**src/rtl/mc_ctrl.sv**
```systemverilog
// mc_ctrl: multi-cycle MIPS-subset control FSM (FETCH, DECODE, EXEC, MEM, WB).
// Defining MC_CTRL_TIMEOUT_EN adds a memory-wait counter that aborts after TIMEOUT cycles.
module mc_ctrl #(
  parameter int unsigned ALU_OP_W = 5,
  parameter int unsigned TIMEOUT  = 15
) (
  input  logic                clk,
  input  logic                rst,
  input  logic [5:0]          ir31_26,
  input  logic [5:0]          ir5_0,
  input  logic                eq,
  input  logic                mem_rdy,
  output logic                ir_we,
  output logic                pc_we,
  output logic                rf_we,
  output logic                dm_we,
  output logic                dm_re,
  output logic                rf_wa_s,
  output logic                rf_wd_s,
  output logic                add2_s,
  output logic [ALU_OP_W-1:0] alu_op,
  output logic [1:0]          pc_s,
  output logic [2:0]          state,
  output logic                done,
  output logic                illegal,
  output logic                timeout
);

  localparam logic [2:0] FETCH  = 3'd0;
  localparam logic [2:0] DECODE = 3'd1;
  localparam logic [2:0] EXEC   = 3'd2;
  localparam logic [2:0] MEM    = 3'd3;
  localparam logic [2:0] WB     = 3'd4;

  localparam logic [4:0] ALU_ADD = 5'b00010;
  localparam logic [4:0] ALU_SUB = 5'b01110;
  localparam logic [4:0] ALU_AND = 5'b00000;
  localparam logic [4:0] ALU_OR  = 5'b00001;
  localparam logic [4:0] ALU_SLT = 5'b01111;

  logic [2:0] state_q, state_d, cur;
  logic [4:0] alu5, fn_alu;
  logic       is_lw, is_sw, is_addi, is_j, is_beq, is_r, r_ok, legal;
  logic       to_hit;

  assign is_lw   = (ir31_26 == 6'b100011);
  assign is_sw   = (ir31_26 == 6'b101011);
  assign is_addi = (ir31_26 == 6'b001000);
  assign is_j    = (ir31_26 == 6'b000010);
  assign is_beq  = (ir31_26 == 6'b000100);
  assign is_r    = (ir31_26 == 6'b000000);

  always_comb begin
    r_ok   = 1'b1;
    fn_alu = ALU_ADD;
    case (ir5_0)
      6'b100000: fn_alu = ALU_ADD;
      6'b100010: fn_alu = ALU_SUB;
      6'b100100: fn_alu = ALU_AND;
      6'b100101: fn_alu = ALU_OR;
      6'b101010: fn_alu = ALU_SLT;
      default:   r_ok   = 1'b0;
    endcase
  end

  assign legal = is_lw | is_sw | is_addi | is_j | is_beq | (is_r & r_ok);

  // While rst is high the outputs decode as FETCH, whatever state_q holds.
  assign cur   = rst ? FETCH : state_q;
  assign state = cur;

`ifdef MC_CTRL_TIMEOUT_EN
  logic [7:0] cnt_q, cnt_d;
  logic       wait_cyc;

  assign wait_cyc = !mem_rdy && ((cur == FETCH) || (cur == MEM));
  assign to_hit   = wait_cyc && !rst && (cnt_q == 8'(TIMEOUT - 1));
  assign cnt_d    = (wait_cyc && !to_hit) ? cnt_q + 8'd1 : '0;

  always_ff @(posedge clk) begin
    if (rst) cnt_q <= '0;
    else     cnt_q <= cnt_d;
  end
`else
  assign to_hit = 1'b0;
`endif

  always_comb begin
    state_d = FETCH;
    ir_we   = 1'b0;
    pc_we   = 1'b0;
    rf_we   = 1'b0;
    dm_we   = 1'b0;
    dm_re   = 1'b0;
    rf_wa_s = 1'b0;
    rf_wd_s = 1'b0;
    add2_s  = 1'b0;
    alu5    = '0;
    pc_s    = 2'b00;
    done    = 1'b0;
    illegal = 1'b0;
    timeout = 1'b0;
    case (cur)
      FETCH: begin
        dm_re = 1'b1;
        if (mem_rdy) begin
          ir_we   = 1'b1;
          pc_we   = 1'b1;
          state_d = DECODE;
        end
      end
      DECODE: begin
        if (legal) state_d = EXEC;
        else       illegal = 1'b1;
      end
      EXEC: begin
        if (is_lw || is_sw) begin
          alu5    = ALU_ADD;
          state_d = MEM;
        end else if (is_addi) begin
          alu5    = ALU_ADD;
          state_d = WB;
        end else if (is_r) begin
          add2_s  = 1'b1;
          alu5    = fn_alu;
          state_d = WB;
        end else if (is_j) begin
          pc_we = 1'b1;
          pc_s  = 2'b01;
          done  = 1'b1;
        end else if (is_beq) begin
          alu5   = ALU_SUB;
          add2_s = 1'b1;
          done   = 1'b1;
          pc_we  = eq;
          pc_s   = eq ? 2'b10 : 2'b00;
        end
      end
      MEM: begin
        alu5 = ALU_ADD;
        if (is_lw) begin
          dm_re   = 1'b1;
          state_d = mem_rdy ? WB : MEM;
        end else if (is_sw) begin
          dm_we   = 1'b1;
          done    = mem_rdy;
          state_d = mem_rdy ? FETCH : MEM;
        end
      end
      WB: begin
        rf_we   = 1'b1;
        done    = 1'b1;
        rf_wa_s = !is_r;
        rf_wd_s = !is_lw;
        alu5    = is_r ? fn_alu : ALU_ADD;
      end
      default: state_d = FETCH;
    endcase
    if (to_hit) begin
      timeout = 1'b1;
      ir_we   = 1'b0;
      pc_we   = 1'b0;
      rf_we   = 1'b0;
      dm_we   = 1'b0;
      state_d = FETCH;
    end
  end

  assign alu_op = ALU_OP_W'(alu5);

  always_ff @(posedge clk) begin
    if (rst) state_q <= FETCH;
    else     state_q <= state_d;
  end

endmodule
```
**config.mk**
```make
export PLATFORM = sky130hd
export DESIGN_NAME = mc_ctrl
export DESIGN_NICKNAME = d
export VERILOG_FILES = /design/src/rtl/mc_ctrl.sv
export SDC_FILE = /design/constraint.sdc
export NUM_CORES = 1
export LEC_CHECK = 0
export CAP_MARGIN = 20
export CORE_ASPECT_RATIO = 1.4
export CORE_MARGIN = 5
export CORE_UTILIZATION = 30
export DETAILED_ROUTE_END_ITERATION = 16
export DONT_BUFFER_PORTS = 1
export GPL_ROUTABILITY_DRIVEN = 0
export SYNTH_ARGS = -nofsm -noshare
export SYNTH_HDL_FRONTEND = slang
export SYNTH_SLANG_ARGS = --single-unit
```
**constraint.sdc**
```tcl
create_clock -name clk -period 3.75 [get_ports clk]
set_clock_uncertainty 0.2 [all_clocks]
set_input_delay 1.125 -clock clk [delete_from_list [all_inputs] [get_ports clk]]
set_output_delay 1.125 -clock clk [all_outputs]
set_load 0.05 [all_outputs]
```
Word level (Yosys, flattened, before mapping)
Index checks and enable logic that the tools add are counted.

Equality and inequality tests: 14. Mux-type cells: 58. Bitwise logic cells: 6. Reduce and logical (&&, ||, !) cells: 6.

Operators with widths (count): == test 6 bit, second input constant (7); 2-to-1 mux 1 bit (30); 2-to-1 mux 2 bit (10); 2-to-1 mux 4 bit (5); 2-to-1 mux 3 bit (6); case mux 4 bit (4 select lines) (1); case mux 5 bit (3 select lines) (1); case mux 3 bit (4 select lines) (1); == test 3 x 2 -> 1 bit, second input constant (2); == test 6 x 2 -> 1 bit, second input constant (1); == test 6 x 3 -> 1 bit, second input constant (1); == test 6 x 4 -> 1 bit, second input constant (1); zero test 6 bit (1); 2-to-1 mux 5 bit (1); bitwise OR 1 bit (5); OR reduction 5 bit (1); case mux 1 bit (2 select lines) (2); == test 3 x 1 -> 1 bit, second input constant (1); == test 3 bit, second input constant (1); zero test 3 bit (1); case mux 1 bit (3 select lines) (1); zero test 1 bit (2); AND 1 bit (1); logical OR 1 bit (1).

Register bits: 3. Output and inout port bits: 21. Logic and storage cells: 85.

Longest topological paths before layout
Word-level depth: 8. Gate-level depth with buffers: 7. Gate-level depth less buffers: 6.

Least setup slack after synthesis
No wires, ideal clock.

Path type: input to output. From: in rst. To: out alu_op[3]. Arrival: 3.453 ns. Required time: 2.425 ns. Setup slack: -1.028 ns. Stages: 7. Path buffers: 3. Path through: buf_6 or3b_1 buf_6 nor4_4 nand2_1 o21ai_1 buf_4.

Word-level cells in the longest chain between the ends: 3.

Ends and longest elaborated chain: start, declared (line 8) `input logic rst,`; 2-to-1 mux 3 bit * (line 69) `assign cur = rst ? FETCH : state_q;`; == test 3 bit / == test 3 x 2 -> 1 bit (equally long branches) (line 103) `case (cur)`; case mux 5 bit (3 select lines) * (line 103); end, declared (line 21) `output logic [ALU_OP_W-1:0] alu_op,`.

Mark *: on every way between the ends. The rest lies on a longest branch, timed or not.

Worst setup path in the final report
From: in ir31_26[1]. To: out alu_op[2].

Word-level cells in the longest chain between the ends: 7.

Ends and longest elaborated chain: start, declared (line 9) `input logic [5:0] ir31_26,`; == test 6 x 3 -> 1 bit (line 50) `assign is_beq = (ir31_26 == 6'b000100);`; 2-to-1 mux 4 bit (line 131) `end else if (is_beq) begin`; 2-to-1 mux 4 bit (line 127) `end else if (is_j) begin`; 2-to-1 mux 4 bit (line 123) `end else if (is_r) begin`; 2-to-1 mux 4 bit (line 120) `end else if (is_addi) begin`; 2-to-1 mux 4 bit (line 117) `if (is_lw || is_sw) begin`; case mux 5 bit (3 select lines) * (line 103).

Marks and branches as above.

==> flow_metrics.env <==
export IMPL_status="complete, no violations"
export IMPL_wire_per_inst_um=15.52
export IMPL_r2r_cells=5
export IMPL_cts_root_buf="clkbuf_4"
export IMPL_grt_use_total_pct=13.09
export IMPL_placed_cell_area_um2=972.2
export IMPL_synth_top_cell_area_share_pct=8.972
export IMPL_synth_seq_cells=3
export IMPL_grt_remaining_overflow=0
export IMPL_cts_tree="built"
export IMPL_cts_htree_levels=1
export IMPL_netlist_cell_type_count=43
export IMPL_pin_count=37
export IMPL_r2r_start="state_q[1]$_SDFF_PP0_"
export IMPL_grt_pass1_vias=778
export IMPL_maxCapViolCount=0
export IMPL_grt_pass1_wl_mm=3.505
export IMPL_avgSynthCellArea_um2=7.121
export IMPL_vias_per_cell=5.881
export IMPL_yosysWarnings=0
export IMPL_ant_nets=0
export IMPL_fp_coreArea_um2=2152
export IMPL_die_height_um=65.89
export IMPL_slew_viol_final=0
export IMPL_pwr_density_cell_nw_per_um2=142.5
export IMPL_synthCells=94
export IMPL_hold_path_depth=1
export IMPL_p_leak_uw=0.0004137
export IMPL_rsz0062_at_grt="yes"
export IMPL_synth_main_ff_cell="dfxtp_1"
export IMPL_tightest_slew_ps=485.3
export IMPL_io_buffer_count=0
export IMPL_fmax_mhz=271.1
export IMPL_cts_buffers=3
export IMPL_layout_drive_gt1_share_pct=40.18
export IMPL_fin_util_pct=47.03
export IMPL_initialDrtViolationCount=9
export IMPL_setup_viol_count_final=0
export IMPL_cts_sinks=3
export IMPL_slew_headroom_pct=67.19
export IMPL_min_period_ps=3689
export IMPL_synth_async_reset_ratio_pct=0
export IMPL_ys_seq_area_share_pct=8.972
export IMPL_vias=788
export IMPL_worst_hold_path_type="reg -> reg"
export IMPL_cp_required_ps=2420
export IMPL_initial_core_util_pct=31.10
export IMPL_area_growth_pct=51.21
export IMPL_antenna_cells=0
export IMPL_critPathLaunchType="input pin"
export IMPL_clk_latency_ps=230
export IMPL_synth_edff_count=0
export IMPL_top_register="state_q"
export IMPL_grt_start_max_net_pins=13
export IMPL_first_pass_iters=4
export IMPL_grt_antenna_before_repair=0
export IMPL_critPathArrivalTime_ps=2360
export IMPL_post_cts_buffers=0
export IMPL_die_w_um=49.92
export IMPL_r2r_slack_ps=1830
export IMPL_period_share_pct=98.36
export IMPL_clk_pin_slew_ps=40
export IMPL_syn_cell_area_um2=669.4
export IMPL_nets=129
export IMPL_yosys_top_cells_area="dfxtp_1, nor4_4, nor2_1"
export IMPL_num_fill_cells=214
export IMPL_drt_wl_total_mm=2.080
export IMPL_dieArea_um2=3289
export IMPL_yosysMostFrequentCell="nor2_1"
export IMPL_crit_path_end="alu_op[2]"
export IMPL_reg_largest_list="state_q (3)"
export IMPL_cts_buffer_depth=2
export IMPL_largest_register_ffs=3
export IMPL_ir_drop_mv=0.1571
export IMPL_dpl_hpwl_mm=1.798
export IMPL_setup_worst_path_class="in -> out"
export IMPL_crit_fanout=9
export IMPL_drc=0
export IMPL_ys_top_cells_by_count="nor2_1, nor3_1"
export IMPL_crit_path_end_kind="primary output"
export IMPL_startpoint="ir31_26[1]"
export IMPL_yosys_area_top_type="dfxtp_1"
export IMPL_stdcell_area_um2=1012
export IMPL_r2r_end="state_q[1]$_SDFF_PP0_"
export IMPL_num_rows=20
export IMPL_finalHoldViolCount=0
-- how the worst min path moves through the flow --
stage | start | end | slack [ps]
2_1_floorplan | state_q[1]$_SDFF_PP0_ | state_q[0]$_SDFF_PP0_ | 320
3_3_place_gp | state_q[1]$_SDFF_PP0_ | state_q[0]$_SDFF_PP0_ | 350
3_5_place_dp | state_q[1]$_SDFF_PP0_ | state_q[0]$_SDFF_PP0_ | 370
4_1_cts | state_q[1]$_SDFF_PP0_ | state_q[0]$_SDFF_PP0_ | 380
5_1_grt | state_q[1]$_SDFF_PP0_ | state_q[0]$_SDFF_PP0_ | 430
6_report | state_q[1]$_SDFF_PP0_ | state_q[0]$_SDFF_PP0_ | 380
-- cells in the final DEF (no fill, tap or decap), drive strengths merged, types with 2 or more instances in the layout --
| master | n |
|---|---|
| o211ai | 2 |
| nor3b | 2 |
| and2b | 2 |
| nor4 | 3 |
| conb | 2 |
| nand2b | 3 |
| clkbuf | 4 |
| buf | 23 |
| nor4b | 3 |
| a21oi | 5 |
| a32oi | 3 |
| nor2 | 10 |
| inv | 5 |
| dfxtp | 3 |
| and3 | 2 |
| o21ai | 5 |
| nand3 | 5 |
| nor3 | 7 |
| nand2 | 5 |
-- per-stage QoR --
| stage | hold slack, ps | worst slack (ps) | std cells | power, µW | TNS, ps |
|---|---|---|---|---|---|
| floorplan | 322.8 | -739.0 | 95 | 82.73 | -3454 |
| global placement | 348.6 | -53.68 | 130 | 87.18 | -134.9 |
| detailed placement | 371.6 | -84.18 | 130 | 88.07 | -250.8 |
| CTS | 380.2 | 20.18 | 134 | 147.6 | 0 |
| global route | 426.9 | -27.28 | 134 | 155.5 | -42.92 |
| finish | 377.7 | 61.41 | 134 | 144.3 | 0 |
-- routing by layer --
layer  vias to the layer above  track usage [%]  share of wire (%)
met3                         2            4.740                7.0
met4                         0            2.951               0.91
met1                       376            13.67                 37
li1                        384                -                  -
met5                         -                0                  0
met2                        26            24.36                 55
-- repair_timing --
action                     CTS  global route
hold buffers                 0             0
setup endpoints to repair    5             3
resized for setup            2             1
-- where the power goes --
part | internal, µW | switching (µW) | total [µW]
logic | 20.3 | 32.2 | 52.4
registers | 32.9 | 2.73 | 35.7
clock network | 39.8 | 16.3 | 56.2
total | 93.1 | 51.2 | 144
-- layout make-up --
type                       count  area, µm²  share of cell area [%]
clock buffer                   4      26.28                   2.596
inverter                       5      18.77                   1.854
multi-input combinational     77      581.8                   57.48
sequential                     3      60.06                   5.933
tap                           22      27.53                   2.719
timing repair buffer          23      297.8                   29.42
-- critical path, cell delays in order --
cell	delay, ps
or4b_1	560
a32oi_2	390
o21ai_4	110
buf_12	170
-- logic make-up after synthesis --
family,count (synthesis),synth area share (%)
other cells,1,0.5602
mux,1,1.682
buf+inv,15,14.39
compound gates,24,25.42
flops,3,8.972
simple gates,50,48.97
(Power assumes the default switching activity.)
